--- src/rtl/pipa_counter_req.sv ---
// pipa_counter_req: PIPA pulse front end for the counter-increment path.
//
// Synchronizes the six raw PIPA pulse lines, keeps one pending count per axis and
// sign, and nets opposing pulses. Pending counts are issued one at a time as
// counter requests (axis + PINC/MINC) over a CTREQ/CTACK handshake. It also raises
// sticky fail (PIPAFL) and lost-count (PIPOVF) alarms.
//
// Ports:
//   clk, rst                 clock, asynchronous active-high reset
//   PIPA{X,Y,Z}{p,m}         raw pulses, asynchronous to clk
//   CTACK                    counter logic accepts the presented request
//   FLCLR                    clears PIPAFL and PIPOVF
//   CTREQ                    request valid
//   CTAXIS                   0=X, 1=Y, 2=Z
//   CTSIGN                   0=PINC, 1=MINC
//   PIPAFL                   sticky PIPA fail
//   PIPOVF                   sticky lost-count overflow
//
// Pending/event vectors use index axis*2+sign: 0=X+, 1=X-, 2=Y+, 3=Y-, 4=Z+, 5=Z-.

module pipa_counter_req #(
  parameter int unsigned SYNC_STAGES = 2,
  parameter int unsigned WINDOW      = 20
) (
  input  logic       clk,
  input  logic       rst,
  input  logic       PIPAXp,
  input  logic       PIPAXm,
  input  logic       PIPAYp,
  input  logic       PIPAYm,
  input  logic       PIPAZp,
  input  logic       PIPAZm,
  input  logic       CTACK,
  input  logic       FLCLR,
  output logic       CTREQ,
  output logic [1:0] CTAXIS,
  output logic       CTSIGN,
  output logic       PIPAFL,
  output logic       PIPOVF
);

  localparam int unsigned CntW = $clog2(WINDOW);

  logic [5:0]      raw;
  logic [5:0]      sync_q [SYNC_STAGES];
  logic [5:0]      hist_q;
  logic [5:0]      ev;

  logic [5:0]      pend_q, pend_d;
  logic [5:0]      ack_vec;
  logic [5:0]      avail;
  logic            accept;
  logic            held_live;
  logic            ovf_set;

  logic            ctreq_q, ctreq_d;
  logic [1:0]      axis_q, axis_d;
  logic            sign_q, sign_d;
  logic [1:0]      sel_axis;
  logic            sel_sign;

  logic [CntW-1:0] cnt_q, cnt_d;
  logic            wrap;
  logic            armed_q, armed_d;
  logic [2:0]      rec_p_q, rec_p_d;
  logic [2:0]      rec_m_q, rec_m_d;
  logic [2:0]      seen_p, seen_m;
  logic            fail_set;

  logic            fl_q, fl_d;
  logic            ovf_q, ovf_d;

  assign raw = {PIPAZm, PIPAZp, PIPAYm, PIPAYp, PIPAXm, PIPAXp};
  assign ev  = sync_q[SYNC_STAGES-1] & ~hist_q;

  // Pending-bit update: the ack clears first, then events net against what is left,
  // so an ack racing an opposite-sign event leaves that event pending.
  always_comb begin
    accept  = ctreq_q & CTACK;
    ack_vec = '0;
    for (int i = 0; i < 6; i++) begin
      ack_vec[i] = accept && ({axis_q, sign_q} == 3'(i));
    end
    pend_d  = pend_q & ~ack_vec;
    ovf_set = 1'b0;
    for (int a = 0; a < 3; a++) begin
      if (ev[2*a] && !ev[2*a+1]) begin
        if (pend_d[2*a+1]) begin
          pend_d[2*a+1] = 1'b0;
        end else begin
          if (pend_d[2*a]) ovf_set = 1'b1;
          pend_d[2*a] = 1'b1;
        end
      end else if (ev[2*a+1] && !ev[2*a]) begin
        if (pend_d[2*a]) begin
          pend_d[2*a] = 1'b0;
        end else begin
          if (pend_d[2*a+1]) ovf_set = 1'b1;
          pend_d[2*a+1] = 1'b1;
        end
      end
    end
  end

  // Arbiter: only bits that survive this cycle are eligible, so a count cancelled
  // in the same cycle is never requested. X has priority over Y over Z.
  always_comb begin
    avail    = pend_q & pend_d;
    sel_axis = 2'd0;
    sel_sign = 1'b0;
    for (int a = 2; a >= 0; a--) begin
      if (avail[2*a] || avail[2*a+1]) begin
        sel_axis = 2'(a);
        sel_sign = avail[2*a+1];
      end
    end

    held_live = 1'b0;
    for (int i = 0; i < 6; i++) begin
      if ({axis_q, sign_q} == 3'(i)) held_live = pend_d[i];
    end

    ctreq_d = ctreq_q;
    axis_d  = axis_q;
    sign_d  = sign_q;
    if (ctreq_q) begin
      // Drop on accept, or withdraw when an opposite event cancelled the held count.
      if (accept || !held_live) ctreq_d = 1'b0;
    end else if (|avail) begin
      ctreq_d = 1'b1;
      axis_d  = sel_axis;
      sign_d  = sel_sign;
    end
  end

  // Fail check: each axis must see exactly one sign per window.
  always_comb begin
    wrap     = (cnt_q == CntW'(WINDOW - 1));
    cnt_d    = wrap ? '0 : cnt_q + 1'b1;
    armed_d  = armed_q | wrap;
    fail_set = 1'b0;
    for (int a = 0; a < 3; a++) begin
      seen_p[a] = rec_p_q[a] | ev[2*a];
      seen_m[a] = rec_m_q[a] | ev[2*a+1];
      if (wrap && armed_q && (seen_p[a] == seen_m[a])) fail_set = 1'b1;
    end
    rec_p_d = wrap ? 3'b000 : seen_p;
    rec_m_d = wrap ? 3'b000 : seen_m;

    // A set in the same cycle as FLCLR wins.
    fl_d  = fail_set | (fl_q & ~FLCLR);
    ovf_d = ovf_set | (ovf_q & ~FLCLR);
  end

  always_ff @(posedge clk or posedge rst) begin
    if (rst) begin
      for (int i = 0; i < SYNC_STAGES; i++) sync_q[i] <= '0;
      hist_q  <= '0;
      pend_q  <= '0;
      ctreq_q <= 1'b0;
      axis_q  <= 2'd0;
      sign_q  <= 1'b0;
      cnt_q   <= '0;
      armed_q <= 1'b0;
      rec_p_q <= '0;
      rec_m_q <= '0;
      fl_q    <= 1'b0;
      ovf_q   <= 1'b0;
    end else begin
      sync_q[0] <= raw;
      for (int i = 1; i < SYNC_STAGES; i++) sync_q[i] <= sync_q[i-1];
      hist_q  <= sync_q[SYNC_STAGES-1];
      pend_q  <= pend_d;
      ctreq_q <= ctreq_d;
      axis_q  <= axis_d;
      sign_q  <= sign_d;
      cnt_q   <= cnt_d;
      armed_q <= armed_d;
      rec_p_q <= rec_p_d;
      rec_m_q <= rec_m_d;
      fl_q    <= fl_d;
      ovf_q   <= ovf_d;
    end
  end

  assign CTREQ  = ctreq_q;
  assign CTAXIS = axis_q;
  assign CTSIGN = sign_q;
  assign PIPAFL = fl_q;
  assign PIPOVF = ovf_q;

endmodule

--- config.mk ---
export PLATFORM = sky130hd
export DESIGN_NAME = pipa_counter_req
export DESIGN_NICKNAME = d
export VERILOG_FILES = /design/src/rtl/pipa_counter_req.sv
export SDC_FILE = /design/constraint.sdc
export NUM_CORES = 1
export LEC_CHECK = 0
export CORE_MARGIN = 2
export CORE_UTILIZATION = 30
export CTS_CLUSTER_DIAMETER = 150
export DETAILED_ROUTE_END_ITERATION = 8
export HOLD_SLACK_MARGIN = 0.1
export PLACE_DENSITY = 0.54
export SLEW_MARGIN = 20
export SYNTH_ARGS = -nofsm -noshare
export SYNTH_HDL_FRONTEND = slang
export SYNTH_SLANG_ARGS = --single-unit
--- constraint.sdc ---
create_clock -name clk -period 1.9 [get_ports clk]
set_input_delay 0.57 -clock clk [delete_from_list [all_inputs] [get_ports clk]]
set_output_delay 0.57 -clock clk [all_outputs]
set_load 0.02 [all_outputs]
; Yosys cells after proc, flatten, opt, wreduce, memory -nomap -nowiden
; Cells that the tools add are included.
; W data, S select, Z words.
[word_totals]
wordCells = 123
reg_bits = 42
out_inout_bits = 6
[classes]
reduce_logical = 30
addsub = 1
n_mux = 51
bitwise = 19
eq_ne = 9
[ops]
columns = cell, count
row1 = $mux W1, 39
row2 = $and A6 B6 Y6, 3
row3 = $mux W2, 9
row4 = $logic_and A1 B1 Y1, 16
row5 = $not A6 Y6, 2
row6 = $or A1 B1 Y1, 9
row7 = $logic_not A1 Y1, 7
row8 = $eq A3 B2 Y1 const B, 2
row9 = $eq A3 B3 Y1 const B, 2
row10 = $mux W3, 2
row11 = $reduce_or A6 Y1, 1
row12 = $add A5 B1 Y5 const B, 1
row13 = $eq A5 B5 Y1 const B, 1
row14 = $mux W5, 1
row15 = $logic_or A1 B1 Y1, 4
row16 = $and A1 B1 Y1, 3
row17 = $eq A1 B1 Y1, 3
row18 = $eq A3 B1 Y1 const B, 1
row19 = $logic_not A3 Y1, 1
row20 = $not A1 Y1, 2
row21 = $reduce_and A2 Y1, 1

; Longest topological paths before layout
[logic_depth]
ltp_word = 17
depth_mapped = 7

; Worst setup path before layout
; OpenSTA, ideal clock, no wires.
[synth_path]
kind = register to register
from = register ctreq_q (netlist: CTREQ)
to = register sign_q (netlist: CTSIGN)
path_stages_with_launch = 8
slack_ns = -0.045
setup_ns = 0.128
required_ns = 1.772
arrival_time_ns = 1.818
cell_sequence = dfrtp_1 buf_4 nand3_2 o31ai_4 a31o_1 nor3b_2 a31oi_1 mux2_1
[synth_via]
elab_chain_cells = 12
[synth_rtl]
columns = element, line
row1 = from (decl), 56  ; logic ctreq_q, ctreq_d;
row2 = from (signal assigned), 174  ; ctreq_q <= ctreq_d;
row3 = $and A1 B1 Y1, 79  ; accept = ctreq_q & CTACK;
row4 = $logic_and A1 B1 Y1, 82  ; ack_vec[i] = accept && ({axis_q, sign_q} == 3'(i));
row5 = $not A6 Y6, 84  ; pend_d = pend_q & ~ack_vec;
row6 = $and A6 B6 Y6, 84
row7 = $mux W1, 95  ; if (pend_d[2*a]) begin
row8 = $mux W2, 94  ; end else if (ev[2*a+1] && !ev[2*a]) begin
row9 = $mux W2, 87  ; if (ev[2*a] && !ev[2*a+1]) begin
row10 = $and A6 B6 Y6, 108  ; avail = pend_q & pend_d;
row11 = $logic_or A1 B1 Y1, 112  ; if (avail[2*a] || avail[2*a+1]) begin
row12 = $mux W1 (3 in a row), 112
row13 = to (signal assigned), 176  ; sign_q <= sign_d;
row14 = to (decl), 58  ; logic sign_q, sign_d;
; Several ways; a longest one is shown, not always the timed one.
; A chain may end at the register's enable or synchronous reset.

; Worst setup path in the final report
[layout_path]
from = register sign_q (netlist: CTSIGN)
to = register sign_q (netlist: CTSIGN)
[layout_via]
elab_chain_cells = 12
[layout_rtl]
columns = element, line
row1 = $eq A3 B3 Y1, 82
row2 = $logic_and A1 B1 Y1, 82
row3 = $not A6 Y6 (*), 84
row4 = $and A6 B6 Y6 (*), 84
row5 = $mux W1, 95
row6 = $mux W2, 94
row7 = $mux W2, 87
row8 = $and A6 B6 Y6 (*), 108
row9 = $logic_or A1 B1 Y1, 112
row10 = $mux W1 (3 in a row), 112
; Every way passes the cells marked *; elsewhere a longest branch is shown, timed or not.

==> flow_summary.ini <==
[placement]
numPortBuffers = 15
gp_congestion = 0.858
hpwl_um = 2770
placedCellCount = 289
pre_cts_ws_ps = -733

[worst_setup_path]
r2r_end = CTSIGN$_DFFE_PP0P_
cp-end-kind = register
cp.arrival_ps = 2070
crit_type = register to register
cp_slowest_cell = dfrtp_2
slowest_delay_ps = 500
rr_worst_depth = 6
r2r_setup_slack_ps = 10
critical_path.top_delay_family = compound AO/OA/AOI/OAI gates
cp.depth = 6
worstPathCellList = buf_4 -> inv_1 -> nor2_1 -> a221o_1 -> a31oi_2 -> mux2_4
critPathBufInv = 2
worstReg2RegStart = CTSIGN$_DFFE_PP0P_
worstSetupStartpointType = register
required_ps = 2080
path_max_fanout = 7

[pwr]
irDropWorstVdd_uv = 568
p_leak_nw = 1.11
power.density_nw_per_um2 = 1250
finalPower_mw = 3.15

[synthesis]
synth-compound-area-share_pct = 16.9
ys_seq_elements = 42
synth-edff-count = 0
synth_fa_ha_area_share_pct = 0.665
synth_ff_type = dfrtp_1
synth_top_area_cell = dfrtp_1
synth_nets = 182
synth.avg_cell_area_um2 = 11.0
synthTopCellsByCount = 42 x dfrtp_1, 26 x nor2_1, 9 x nand2_1, 8 x inv_1
synthMuxAreaShare_pct = 1.13
ys_types = 59
synth_warnings = 0
synth_xor_area_share_pct = 2.79
synth.area.top_cells = dfrtp_1 56%, nor2_1 5.2%, nand2_1 1.8%
synth-simple-area-share_pct = 20.2
synth_top_area_share_pct = 55.9
synth.yosys.seq_area_share_pct = 55.9
synth.cell_area_um2 = 1880
synth_top_family_by_area = simple AND/OR/NAND/NOR gates
synth_cells = 171
async_reset_ff_share_pct = 100
synth_most_common_cell = dfrtp_1

[worst_hold_path]
holdCritPathClass = register to register
hold_end = sync_q[0]$_DFF_PP0_
worstHoldPathCells = 0
min-delay-start = sync_q[6]$_DFF_PP0_

[routing]
first_iter_violations = 60
drc = 0
drtAntennaViolNets = 0
viasPerCell = 4.67
first_pass_iters = 4
vias = 1400
wire_per_inst_um = 12.8
wirelength_um = 3830

[clocking]
cts_tree = built
root_buffer = clkbuf_8
clk-insertion-delay-late_ps = 290
numCtsBuffers = 5
htree_num_levels = 2
clock_path_buffers = 2
cts.sinks = 42
clkTransAtPathRegs_ps = 80

[floorplanning]
fp.dieW_um = 83.2
core_area_um2 = 5990
die_area_um2 = 6920
rows = 28
pin_count = 16
die_y_um = 83.2
start_util_pct = 31.4

[global_route]
grt_pass1_vias = 1377
overflow = 0
grt_max_degree = 43
grtUsageTotal_pct = 11.6
grt_pass1_wl_um = 6470
antenna_found_initial = 0

[timing]
fmaxAchievable_mhz = 529
fin_crit_ps = 1890
fin_crit_sh_pct = 99.4
worst_pin_slew_ps = 364
setup_violations = 0
slew_headroom_pct = 75.5
clock_skew_ps = 4.09
grt_setup_unrepaired = true
slew_viol_final = 0
finalHoldViolations = 0
setup_slack_ps = 10.9

[final_layout]
areaGrowthSynthToFinish_pct = 34.2
layout-drive-gt1-share_pct = 30.2
antenna-diode-count = 0
fin_cells = 300
regArea_um2 = 1050
nNetsFinal = 235
multiInputGateArea_um2 = 833
fillers = 600

[run_status]
status = finished clean

[run]
drv_cap = 0
[cell type report]
cell class,count,share of cell area [%]
Clock buffer,7,3.42
Multi-Input combinational cell,118,33.0
Timing Repair Buffer,49,16.5
Inverter,8,1.19
Sequential cell,42,41.8
Tap cell,75,3.72
Clock inverter,1,0.347
[placed cells by master, fill, tap and decap left out, types with 2 or more instances in the layout]
cell             count
or2_2                2
o21ai_2              2
xor2_1               3
o21a_1               2
nand2b_1             3
nand2_1              9
xnor2_1              3
o22ai_1              3
nor2b_1              3
nor2_1              25
o21ai_1              2
o21ai_0              3
nand3_1              4
nor2b_2              2
or3_1                2
dfrtp_2              3
a31oi_1              2
a22o_1               2
a21oi_1              2
nor3_1               4
buf_4               33
inv_1                8
clkdlybuf4s50_1      9
clkbuf_8             6
dfrtp_1             39
dlygate4sd2_1        4
nor2_2               2
[power by group]
group | switching, mW | internal, mW | leakage, nW
clock network | 0.298 | 0.300 | 0.0489
logic | 0.615 | 0.717 | 0.581
registers | 0.187 | 1.03 | 0.479
[through the flow]
step                TNS (ps)  hold slack (ps)  util (%)  instance area [µm²]
global route            -231              362      42.1                 2520
finish                     0              351      42.1                 2520
floorplan                  0              331         -                 1890
detailed placement     -4480              335      39.4                 2360
CTS                    -8.72              353      41.0                 2460
global placement       -4390              334      39.4                 2360
[registers in the layout, indices dropped and copies added, names as in the netlist]
register,flops
rec_p_q,3
pend_q,6
hist_q,6
CTSIGN,1
cnt_q,5
armed_q,1
sync_q,12
PIPAFL,1
CTREQ,1
PIPOVF,1
CTAXIS,2
rec_m_q,3
[logic make-up (layout without fill, tap and decap cells)]
logic type	Yosys count	count (layout)
xor gates and xnor gates	6	6
adders and majority gates	1	1
and+or+nand+nor	69	69
buffers and inverters	11	65
muxes	2	2
DFF	42	42
AOI/OAI and AO/OA	40	40
[repair_timing]
item                                    in CTS  in global routing
gates resized for setup                     11                 11
endpoints found under the setup margin      12                  4
hold buffers                                 0                  0
buffers inserted                             0                  3
pin swaps                                    0                  4
[worst max-delay path by stage]
stage,start,endpoint,slack (ps)
after floorplan,CTAXIS[0]$_DFFE_PP0P_,CTSIGN$_DFFE_PP0P_,2
after global placement,CTACK,CTSIGN$_DFFE_PP0P_,-690
after detailed placement,CTACK,CTSIGN$_DFFE_PP0P_,-730
after CTS,sync_q[5]$_DFF_PP0_,CTSIGN$_DFFE_PP0P_,-9
after global routing,sync_q[2]$_DFF_PP0_,CTSIGN$_DFFE_PP0P_,-100
final,CTSIGN$_DFFE_PP0P_,CTSIGN$_DFFE_PP0P_,10
[per-layer routing]
layer / GRT usage (%) / part of all wire [%] / vias to the layer above / routed length [µm]
li1: - / - / 722 / -
met1: 16.4 / 50 / 651 / 1930
met2: 16.5 / 44 / 22 / 1700
met3: 3.38 / 4.0 / 5 / 153
met4: 4.77 / 1.2 / 0 / 46
met5: 0 / 0 / - / 0
Power figures use the tool's default switching activity.
